**config.mk**
```make
export PLATFORM = sky130hd
export DESIGN_NAME = alarm_set_ctrl_flat
export DESIGN_NICKNAME = d
export VERILOG_FILES = /design/src/rtl/alarm_pkg.sv /design/src/rtl/alarm_set_ctrl_if.sv /design/src/rtl/btn_edge.sv /design/src/rtl/alarm_set_ctrl.sv /design/src/flat_wrapper.sv
export SDC_FILE = /design/constraint.sdc
export NUM_CORES = 1
export LEC_CHECK = 0
export CAP_MARGIN = 20
export CELL_PAD_IN_SITES_DETAIL_PLACEMENT = 0
export CELL_PAD_IN_SITES_GLOBAL_PLACEMENT = 1
export CORE_AREA = 2 2 66 68
export CTS_CLUSTER_DIAMETER = 100
export DETAILED_ROUTE_END_ITERATION = 8
export DIE_AREA = 0 0 68 70
export HOLD_SLACK_MARGIN = 0.02
export PLACE_DENSITY = 0.7
export SLEW_MARGIN = 20
export SYNTH_ARGS = -nofsm -noshare
export SYNTH_HDL_FRONTEND = slang
export SYNTH_HIERARCHICAL = 1
export SYNTH_SLANG_ARGS = --single-unit
```
**constraint.sdc**
```tcl
create_clock -name CLK -period 2.9 [get_ports CLK]
set_input_delay 0.435 -clock CLK [delete_from_list [all_inputs] [get_ports CLK]]
set_output_delay 0.435 -clock CLK [all_outputs]
set_load 0.005 [all_outputs]
```
**src/rtl/alarm_pkg.sv**
```systemverilog
// Shared encodings and defaults for the alarm set/ring controller.
package alarm_pkg;

  typedef enum logic [2:0] {
    MODE_RUN    = 3'd0,
    MODE_SET_CH = 3'd1,
    MODE_SET_CM = 3'd2,
    MODE_SET_AH = 3'd3,
    MODE_SET_AM = 3'd4
  } mode_e;

  typedef enum logic [1:0] {
    RING_IDLE   = 2'd0,
    RING_ACTIVE = 2'd1,
    RING_SNOOZE = 2'd2
  } ring_e;

  localparam int RING_SEC_DEF   = 60;
  localparam int SNOOZE_MIN_DEF = 5;

  function automatic mode_e mode_step(input mode_e m);
    case (m)
      MODE_RUN:    return MODE_SET_CH;
      MODE_SET_CH: return MODE_SET_CM;
      MODE_SET_CM: return MODE_SET_AH;
      MODE_SET_AH: return MODE_SET_AM;
      default:     return MODE_RUN;
    endcase
  endfunction

endpackage

```
**src/rtl/alarm_set_ctrl_if.sv**
```systemverilog
// Button/match inputs and increment/indicator outputs of the alarm controller.
interface alarm_set_ctrl_if;
  logic       tick_1hz;
  logic       mode_btn;
  logic       adj_btn;
  logic       alarm_on;
  logic       match;
  logic       clk_hour_inc;
  logic       clk_min_inc;
  logic       alm_hour_inc;
  logic       alm_min_inc;
  logic       sec_clr;
  logic [2:0] mode;
  logic       alarm_light;
  logic       blink;

  modport slave (
    input  tick_1hz, mode_btn, adj_btn, alarm_on, match,
    output clk_hour_inc, clk_min_inc, alm_hour_inc, alm_min_inc,
    output sec_clr, mode, alarm_light, blink
  );

  modport master (
    output tick_1hz, mode_btn, adj_btn, alarm_on, match,
    input  clk_hour_inc, clk_min_inc, alm_hour_inc, alm_min_inc,
    input  sec_clr, mode, alarm_light, blink
  );
endinterface

```
**src/rtl/btn_edge.sv**
```systemverilog
// Rising-edge detector; history resets high so a button held through reset is not an event.
module btn_edge (
  input  logic CLK,
  input  logic nCR,
  input  logic btn,
  output logic evt
);

  logic hist;

  always_ff @(posedge CLK or negedge nCR) begin
    if (!nCR) hist <= 1'b1;
    else      hist <= btn;
  end

  assign evt = btn & ~hist;

endmodule

```
**src/rtl/alarm_set_ctrl.sv**
```systemverilog
// Clock/alarm set-mode sequencer plus ring/snooze controller.
// mode:  RUN | normal display      SET_CH/CM/AH/AM | editing clock/alarm hour/minute
// ring:  IDLE | quiet   ACTIVE | ringing, light on   SNOOZE | waiting to re-ring
module alarm_set_ctrl
  import alarm_pkg::*;
#(
  parameter int RING_SEC   = RING_SEC_DEF,
  parameter int SNOOZE_MIN = SNOOZE_MIN_DEF
) (
  input logic             CLK,
  input logic             nCR,
  alarm_set_ctrl_if.slave bus
);

  localparam int SNOOZE_TICKS = SNOOZE_MIN * 60;
  localparam int RW = $clog2(RING_SEC + 1);
  localparam int SW = $clog2(SNOOZE_TICKS + 1);
  localparam logic [RW-1:0] RING_LAST = RW'(RING_SEC - 1);
  localparam logic [SW-1:0] SNZ_LAST  = SW'(SNOOZE_TICKS - 1);

  logic mode_evt, adj_evt;

  btn_edge u_mode_edge (.CLK(CLK), .nCR(nCR), .btn(bus.mode_btn), .evt(mode_evt));
  btn_edge u_adj_edge  (.CLK(CLK), .nCR(nCR), .btn(bus.adj_btn),  .evt(adj_evt));

  mode_e         mode_q, mode_d;
  ring_e         ring_q, ring_d;
  logic [RW-1:0] ring_cnt_q, ring_cnt_d;
  logic [SW-1:0] snz_cnt_q, snz_cnt_d;
  logic          fired_q, fired_d;
  logic [3:0]    inc_q, inc_d;
  logic          sec_clr_q, sec_clr_d;
  logic          blink_q, blink_d;
  logic          light_q;
  logic          busy;

  // Buttons belong to the ring controller whenever it is not idle
  assign busy = (ring_q != RING_IDLE);

  always_comb begin
    mode_d    = mode_q;
    inc_d     = '0;
    sec_clr_d = 1'b0;
    if (mode_q > MODE_SET_AM) begin
      mode_d = MODE_RUN;
    end else if (!busy) begin
      if (mode_evt) begin
        mode_d    = mode_step(mode_q);
        sec_clr_d = (mode_q == MODE_SET_CM);
      end else if (adj_evt) begin
        case (mode_q)
          MODE_SET_CH: inc_d[3] = 1'b1;
          MODE_SET_CM: inc_d[2] = 1'b1;
          MODE_SET_AH: inc_d[1] = 1'b1;
          MODE_SET_AM: inc_d[0] = 1'b1;
          default:     inc_d    = '0;
        endcase
      end
    end
    blink_d = (mode_d == MODE_RUN) ? 1'b0 : (blink_q ^ bus.tick_1hz);
  end

  always_ff @(posedge CLK or negedge nCR) begin
    if (!nCR) begin
      mode_q    <= MODE_RUN;
      inc_q     <= '0;
      sec_clr_q <= 1'b0;
      blink_q   <= 1'b0;
    end else begin
      mode_q    <= mode_d;
      inc_q     <= inc_d;
      sec_clr_q <= sec_clr_d;
      blink_q   <= blink_d;
    end
  end

  always_comb begin
    ring_d     = ring_q;
    ring_cnt_d = ring_cnt_q;
    snz_cnt_d  = snz_cnt_q;
    fired_d    = fired_q;
    if (mode_q == MODE_RUN && !bus.match) fired_d = 1'b0;
    if (!bus.alarm_on) begin
      ring_d = RING_IDLE;
    end else begin
      case (ring_q)
        RING_IDLE: begin
          // A same-cycle mode press wins so the alarm never rings outside RUN
          if (bus.match && mode_q == MODE_RUN && !fired_q && !mode_evt) begin
            ring_d     = RING_ACTIVE;
            ring_cnt_d = '0;
            fired_d    = 1'b1;
          end
        end
        RING_ACTIVE: begin
          if (mode_evt) begin
            ring_d = RING_IDLE;
          end else if (adj_evt) begin
            ring_d    = RING_SNOOZE;
            snz_cnt_d = '0;
          end else if (bus.tick_1hz) begin
            if (ring_cnt_q == RING_LAST) ring_d = RING_IDLE;
            else                         ring_cnt_d = ring_cnt_q + RW'(1);
          end
        end
        RING_SNOOZE: begin
          if (mode_evt) begin
            ring_d = RING_IDLE;
          end else if (bus.tick_1hz) begin
            if (snz_cnt_q == SNZ_LAST) begin
              ring_d     = RING_ACTIVE;
              ring_cnt_d = '0;
            end else begin
              snz_cnt_d = snz_cnt_q + SW'(1);
            end
          end
        end
        default: ring_d = RING_IDLE;
      endcase
    end
  end

  always_ff @(posedge CLK or negedge nCR) begin
    if (!nCR) begin
      ring_q     <= RING_IDLE;
      ring_cnt_q <= '0;
      snz_cnt_q  <= '0;
      fired_q    <= 1'b0;
      light_q    <= 1'b0;
    end else begin
      ring_q     <= ring_d;
      ring_cnt_q <= ring_cnt_d;
      snz_cnt_q  <= snz_cnt_d;
      fired_q    <= fired_d;
      light_q    <= (ring_d == RING_ACTIVE);
    end
  end

  assign bus.clk_hour_inc = inc_q[3];
  assign bus.clk_min_inc  = inc_q[2];
  assign bus.alm_hour_inc = inc_q[1];
  assign bus.alm_min_inc  = inc_q[0];
  assign bus.sec_clr      = sec_clr_q;
  assign bus.mode         = mode_q;
  assign bus.alarm_light  = light_q;
  assign bus.blink        = blink_q;

endmodule
```
**src/flat_wrapper.sv**
```systemverilog
// flat-port wrapper written by rule: the top's interface ports become plain ports
module alarm_set_ctrl_flat import alarm_pkg::*;
#(
  parameter int RING_SEC   = RING_SEC_DEF,
  parameter int SNOOZE_MIN = SNOOZE_MIN_DEF
)
  (CLK, nCR, bus_tick_1hz, bus_mode_btn, bus_adj_btn, bus_alarm_on, bus_match, bus_clk_hour_inc, bus_clk_min_inc, bus_alm_hour_inc, bus_alm_min_inc, bus_sec_clr, bus_mode, bus_alarm_light, bus_blink);
  alarm_set_ctrl_if bus_i ();
  input logic CLK;
  input logic nCR;
  input wire logic [$bits(bus_i.tick_1hz)-1:0] bus_tick_1hz;
  input wire logic [$bits(bus_i.mode_btn)-1:0] bus_mode_btn;
  input wire logic [$bits(bus_i.adj_btn)-1:0] bus_adj_btn;
  input wire logic [$bits(bus_i.alarm_on)-1:0] bus_alarm_on;
  input wire logic [$bits(bus_i.match)-1:0] bus_match;
  output wire logic [$bits(bus_i.clk_hour_inc)-1:0] bus_clk_hour_inc;
  output wire logic [$bits(bus_i.clk_min_inc)-1:0] bus_clk_min_inc;
  output wire logic [$bits(bus_i.alm_hour_inc)-1:0] bus_alm_hour_inc;
  output wire logic [$bits(bus_i.alm_min_inc)-1:0] bus_alm_min_inc;
  output wire logic [$bits(bus_i.sec_clr)-1:0] bus_sec_clr;
  output wire logic [$bits(bus_i.mode)-1:0] bus_mode;
  output wire logic [$bits(bus_i.alarm_light)-1:0] bus_alarm_light;
  output wire logic [$bits(bus_i.blink)-1:0] bus_blink;
  assign bus_i.tick_1hz = bus_tick_1hz;
  assign bus_i.mode_btn = bus_mode_btn;
  assign bus_i.adj_btn = bus_adj_btn;
  assign bus_i.alarm_on = bus_alarm_on;
  assign bus_i.match = bus_match;
  assign bus_clk_hour_inc = bus_i.clk_hour_inc;
  assign bus_clk_min_inc = bus_i.clk_min_inc;
  assign bus_alm_hour_inc = bus_i.alm_hour_inc;
  assign bus_alm_min_inc = bus_i.alm_min_inc;
  assign bus_sec_clr = bus_i.sec_clr;
  assign bus_mode = bus_i.mode;
  assign bus_alarm_light = bus_i.alarm_light;
  assign bus_blink = bus_i.blink;
  alarm_set_ctrl #(.RING_SEC(RING_SEC), .SNOOZE_MIN(SNOOZE_MIN)) u_core (.CLK(CLK), .nCR(nCR), .bus(bus_i));
endmodule
```
==> results of run 1 <==
[report_power, final]
group | internal [mW] | leakage [nW] | switching, mW
clock | 0.239 | 0.0575 | 0.151
sequential | 0.487 | 0.399 | 0.0968
combinational | 0.174 | 0.373 | 0.133
[cell type report]
cell class	instances	area share [%]
Inverter	5	0.989
Clock buffer	8	5.80
Timing Repair Buffer	17	8.83
Multi-Input combinational cell	118	41.3
Tap cell	52	3.43
Sequential cell	30	39.7
[sequential cells by signal, summed over array words and instances (netlist names)]
name                     count
u_core/inc_q                 4
u_core/bus.blink             1
u_core/snz_cnt_q             9
u_core/fired_q               1
u_core/u_adj_edge/hist       1
u_core/u_mode_edge/hist      1
u_core/bus.sec_clr           1
u_core/ring_q                2
u_core/ring_cnt_q            6
u_core/bus.alarm_light       1
u_core/bus.mode              3
[worst paths after layout]
kind / to / cells after the start / slack, ns / from
min in group asynchronous: u_core/ring_cnt_q[4] / 2 / 0.54 / nCR
worst max register to register: u_core/ring_cnt_q[0] / 6 / 1.00 / u_core/snz_cnt_q[0]
worst min register to register: u_core/ring_cnt_q[5] / 1 / 0.49 / u_core/ring_cnt_q[5]
worst max-delay path: u_core/snz_cnt_q[8] / 6 / 0.90 / bus_tick_1hz
max in group asynchronous: u_core/u_mode_edge/hist / 2 / 2.04 / nCR
worst min-delay path: u_core/ring_cnt_q[5] / 1 / 0.49 / u_core/ring_cnt_q[5]
[critical path: cells and delay by family]
| kind | cells | cell delay (ns) |
|---|---|---|
| XOR/XNOR | 1 | 0.16 |
| AND/OR/NAND/NOR | 4 | 0.91 |
| buffers and inverters | 1 | 0.63 |
[routing by layer]
layer / wire length (µm) / vias to the layer above / global-route usage [%]
li1: - / 596 / -
met1: 1500 / 594 / 21.5
met2: 1670 / 21 / 25.9
met3: 119 / 7 / 3.86
met4: 65 / 0 / 7.33
met5: 0 / - / 0
[logic make-up (layout without fill, tap and decap cells)]
group           count (synthesis)  in the layout
buf+inv                         9             30
mux                             2              2
xor+xnor                       10             10
flops                          30             30
compound gates                 28             28
fa+ha+maj                       2              2
simple gates                   76             76
[stage by stage]
| stage | total power [mW] | std cells |
|---|---|---|
| final | 1.28 | 230 |
| after CTS | 1.30 | 230 |
| after detailed placement | 0.898 | 222 |
| after global placement | 0.887 | 222 |
| after floorplan | 0.777 | 157 |
| after global routing | 1.36 | 230 |
[layout by cell type, fill, tap and decap left out, drive strengths merged, types with 5 or more instances in the layout]
master,n
nor2,16
nand2,17
nor3,6
dfrtp,28
inv,5
a21oi,5
clkbuf,8
xnor2,8
clkdlybuf4s50,16
nand2b,5
o21ai,6
nor2b,5
==> metrics.txt, run 1 <==
status=finished clean; Post-Synthesis Cells=157; antenna fix cells=0; number of antenna-violating nets in the routed design=0; GRT Util Overall=16.6%; via count of the routed design=about 1200; synthesized area=0.00158 mm²; # port buffers=16; Nets=~190; final setup margin=0.896 ns; CP Max Fanout=6; Arr. time, crit path=2.15 ns; depth of the CTS H-tree=2; multiplexer area fraction after synthesis=approximately 1.6%; Slew @ Worst Pin=0.513 ns; CP startpoint kind=primary input; top-count cell post-synth=dfrtp_1; Max Cap Violations=0; Area Growth Syn to Fin=20.0%; Fin. Hold Viols=0; global-route wire length before repair=just under 6 mm; area taken by multi-input logic gates=between 700 and 800 µm²; Synth area leader=dfrtp_1; relative slew slack=65.7%; Boundary Pins=17; TritonCTS Sinks=30; crit path kind=in2reg; worst path required time=3.05 ns; RSZ-0062 raised after global routing=false; CTS buffer count=5; YS warnings=6; Worst VDD drop=roughly 0.47 mV; DRT iter0 DRCs=44; CTS tree=built; dpl ws=0.640 ns; CTS Buffer Depth=2; clk slew on worst S/H paths=0.06 ns; hold buffer count at CTS=0; Final setup viols=0; worst skew pair latency=0.28 ns; Core Box Area=0.00414 mm²; Area after DPL=0.00179 mm²; top cell type's share of synthesized area=44.3%; Synth Net Count=166; final worst-path cycle share=69.1%; Final Wtd Congestion=0.824; dominant synthesized flop cell=dfrtp_1; post-detail-place hpwl=2.38 mm; Post-CTS Setup Inserts=0; max-slew violation count=0; crit path capture type=flop; worst path cell trace=clkdlybuf4s50_1 -> and3b_1 -> nand4_1 -> nor3_1 -> xnor2_1 -> nor2_1; Hold Path Class=reg2reg; Util after Layout=45.8%; num rows=24; Synth Area in XOR/XNOR=roughly 5.5%; Vias per Instance=5.30; Synth Area in Simple Gates=27.6%; post-synthesis compound-gate area fraction=13.2%; CP peak stage delay=approximately 0.63 ns; Synth Register Bits=30; pin count of the biggest net entering global routing=31; setup TNS=0 ns; vias in the first global route=1272; largest family of logic cells by synthesized area=simple AND/OR/NAND/NOR gates; Post-synth EDFFs=0; Synth async-reset ratio=100%; global route total overflow=0; sequential element share of the synthesized area=~48%; commonest cells in the netlist=dfrtp_1 (28), nand2_1 (17), nor2_1 (16); post-route cell area=0.00190 mm²; DRT Pass-1 Iters=4; top post-synthesis cells by area=dfrtp_1 (44%), xnor2_1 (4.4%), nand2_1 (4.0%); Synth Area in Adders=1.58%; Die Area=0.00476 mm²; Avg Synthesized Cell Area=about 10 µm²; Root Driver=clkbuf_8; PwrDens=675 mW/mm²; Worst Skew=about 0.0047 ns; Routed WL=3.36 mm; initial antenna violation count=0; hold slack=0.491 ns; Die Y=around 70 µm; minimum clock period=about 2 ns; width of the die=68 µm; post-DR wirelength/cell=approximately 15 µm; share of post-route cells with drive strength above 1=10.1%; top achievable clock speed=499 MHz; Register Area=between 700 and 800 µm²; Yosys cell types=between 40 and 50; Max stage delay cell, worst path=clkdlybuf4s50_1; Initial Util=38.2%; DRC Markers=0; PostCTS Resize Cnt=0; FILL cells=slightly above 400; LEAKAGE=0.830 nW
(Power assumes the default switching activity.)
==> run 2, diff against run 1 <==
Clock period 2.9 ns to 2 ns, I/O delays scaled along.
==> metrics.txt, run 2 (synthesis results as in run 1) <==
TritonCTS Sinks=30 (unchanged); worst skew pair latency=0.28 ns (about the same); Initial Util=38.2% (unchanged); Area Growth Syn to Fin=23.3%; hold buffer count at CTS=0 (unchanged); Largest regs=u_core/snz_cnt_q: 9 flops, u_core/ring_cnt_q: 6 flops, u_core/inc_q: 4 flops; Hold Path Class=in2async; Fin. Hold Viols=0 (unchanged); antenna fix cells=0 (unchanged); largest register by flop count=u_core/snz_cnt_q; Root Driver=clkbuf_8; worst path required time=2.17 ns (-0.88 ns); Die Y=70 µm (unchanged); pin count of the biggest net entering global routing=31 (unchanged); minimum clock period=between 1.5 and 2 ns; most frequent cells in the layout=dfrtp_1 (28), nand2_1 (17), clkdlybuf4s50_1 (16), nor2_1 (16), buf_4 (10); relative slew slack=68.4% (+2.7 points); initial antenna violation count=0 (unchanged); Worst VDD drop=0.505 mV (+6.9%); Die Area=0.00476 mm² (unchanged); Slew @ Worst Pin=0.470 ns (-0.0427 ns); FILL cells=385 (-7.2%); CTS buffer count=5 (unchanged); clock network power share=27.9% (-2.6 points); Reg power frac=46.7% (+1.1 points); most common cell after layout, fill and taps aside=dfrtp_1; PostCTS Resize Cnt=0 (unchanged); number of antenna-violating nets in the routed design=0 (unchanged); Final Wtd Congestion=0.854 (+3.6%); global route total overflow=0 (unchanged); max reg flops=9 (unchanged); setup slack, reg-to-reg=0.21 ns (-0.79 ns); worst path cell trace=ha_1 -> and2_1 -> a41oi_1 -> o2bb2ai_2 -> a21o_1 -> mux2_4; setup TNS=0 ns (unchanged); worst r2r src=u_core/snz_cnt_q[0]; CP startpoint kind=flop; GRT Util Overall=15.8% (-0.75 points); DRT iter0 DRCs=30 (-32%); max-slew violation count=0 (unchanged); global-route wire length before repair=5.64 mm (-4.8%); Vias per Instance=5.17 (-2.3%); Util after Layout=47.1% (+1.3 points); Internal Power=1.25 mW (+39%); Final setup viols=0 (unchanged); Worst Skew=0.00284 ns (-0.00190 ns); via count of the routed design=1236 (+1.5%); width of the die=68 µm (unchanged); worst r2r dst=u_core/ring_cnt_q[0]; PwrDens=927 mW/mm² (+37%); CTS Buffer Depth=2 (unchanged); depth of the CTS H-tree=2 (unchanged); post-detail-place hpwl=2.43 mm (+2.3%); P_sw=556 µW (+46%); status=finished clean; placed insts=231 (+4.1%); CP peak stage delay=0.43 ns (-0.20 ns); vias in the first global route=1209 (-5.0%); share of post-route cells with drive strength above 1=14.4% (+4.3 points); DRC Markers=0 (unchanged); sw frac=30.7% (+1.0 points); Comb pwr share=25.4% (+1.5 points); final worst-path cycle share=89.6%; post-DR wirelength/cell=13.7 µm (-6.0%); CP Max Fanout=6 (unchanged); crit path capture type=flop; Max Cap Violations=0 (unchanged); Core Box Area=0.00414 mm² (unchanged); clk slew on worst S/H paths=0.06 ns (about the same); Arr. time, crit path=1.96 ns (-0.19 ns); LEAKAGE=0.863 nW (+4.0%); num rows=24 (unchanged); Routed WL=3.28 mm (-2.3%); crit path kind=reg2reg; DRT Pass-1 Iters=4 (unchanged); Boundary Pins=17 (unchanged); fin cells=239 (+3.9%); top achievable clock speed=between 500 and 600 MHz; CTS tree=built; # port buffers=16 (unchanged); Nets=195 (+4.8%); Register-to-Register Path Depth=6 (unchanged); Post-CTS Setup Inserts=0 (unchanged); RSZ-0062 raised after global routing=false; Max stage delay cell, worst path=dfrtp_1
run 2: final cells by class:
| cell class | count | area [µm²] | share of cell area [%] |
|---|---|---|---|
| Multi-Input combinational cell | 118 | 783 | 40.2 |
| Clock inverter | 2 | 12.5 | 0.641 |
| Clock buffer | 6 | 82.6 | 4.23 |
| Sequential cell | 30 | 753 | 38.6 |
| Tap cell | 52 | 65.1 | 3.34 |
| Inverter | 5 | 18.8 | 0.962 |
| Timing Repair Buffer | 26 | 235 | 12.1 |
run 2: worst max-delay path, delay by kind of cell (launching register included):
kind | cells | cell delay, ns
mux | 1 | 0.30
flops | 1 | 0.43
simple gates | 1 | 0.19
compound gates | 3 | 0.51
fa+ha+maj | 1 | 0.26
run 2: worst max-delay path by stage:
stage / slack, ns / endpoint / from
floorplan: 0.30 / u_core/ring_cnt_q[0] / u_core/snz_cnt_q[0]
global placement: 0.03 / u_core/ring_cnt_q[0] / bus_mode_btn
detailed placement: 0.02 / u_core/ring_cnt_q[0] / bus_mode_btn
CTS: 0.19 / u_core/ring_cnt_q[0] / u_core/snz_cnt_q[0]
global route: 0.10 / u_core/ring_cnt_q[0] / u_core/snz_cnt_q[0]
finish: 0.21 / u_core/ring_cnt_q[0] / u_core/snz_cnt_q[0]
run 2: per-layer routing:
metal / vias to the layer above / track usage (%) / routed length, µm
met4: 0 / 6.67 / 59
li1: 618 / - / -
met1: 590 / 21.0 / 1540
met3: 6 / 4.35 / 130
met2: 22 / 24.1 / 1550
met5: - / 0 / 0
run 2: through the flow:
stage | hold slack, ns | power [mW] | cell area, µm² | worst slack [ns]
floorplan | 0.00441 | 1.13 | 1580 | 0.295
global placement | 0.471 | 1.31 | 1860 | 0.0341
detailed placement | 0.491 | 1.32 | 1860 | 0.0164
CTS | 0.409 | 1.84 | 1950 | 0.193
global route | 0.438 | 1.92 | 1950 | 0.100
finish | 0.393 | 1.81 | 1950 | 0.208
run 2: power groups by stage:
stage / combinational, mW / sequential, mW / clock, mW
after global routing: 0.511 / 0.867 / 0.545
after global placement: 0.458 / 0.853 / 0
after CTS: 0.466 / 0.847 / 0.525
final: 0.459 / 0.845 / 0.504
after detailed placement: 0.464 / 0.857 / 0
after floorplan: 0.320 / 0.807 / 0
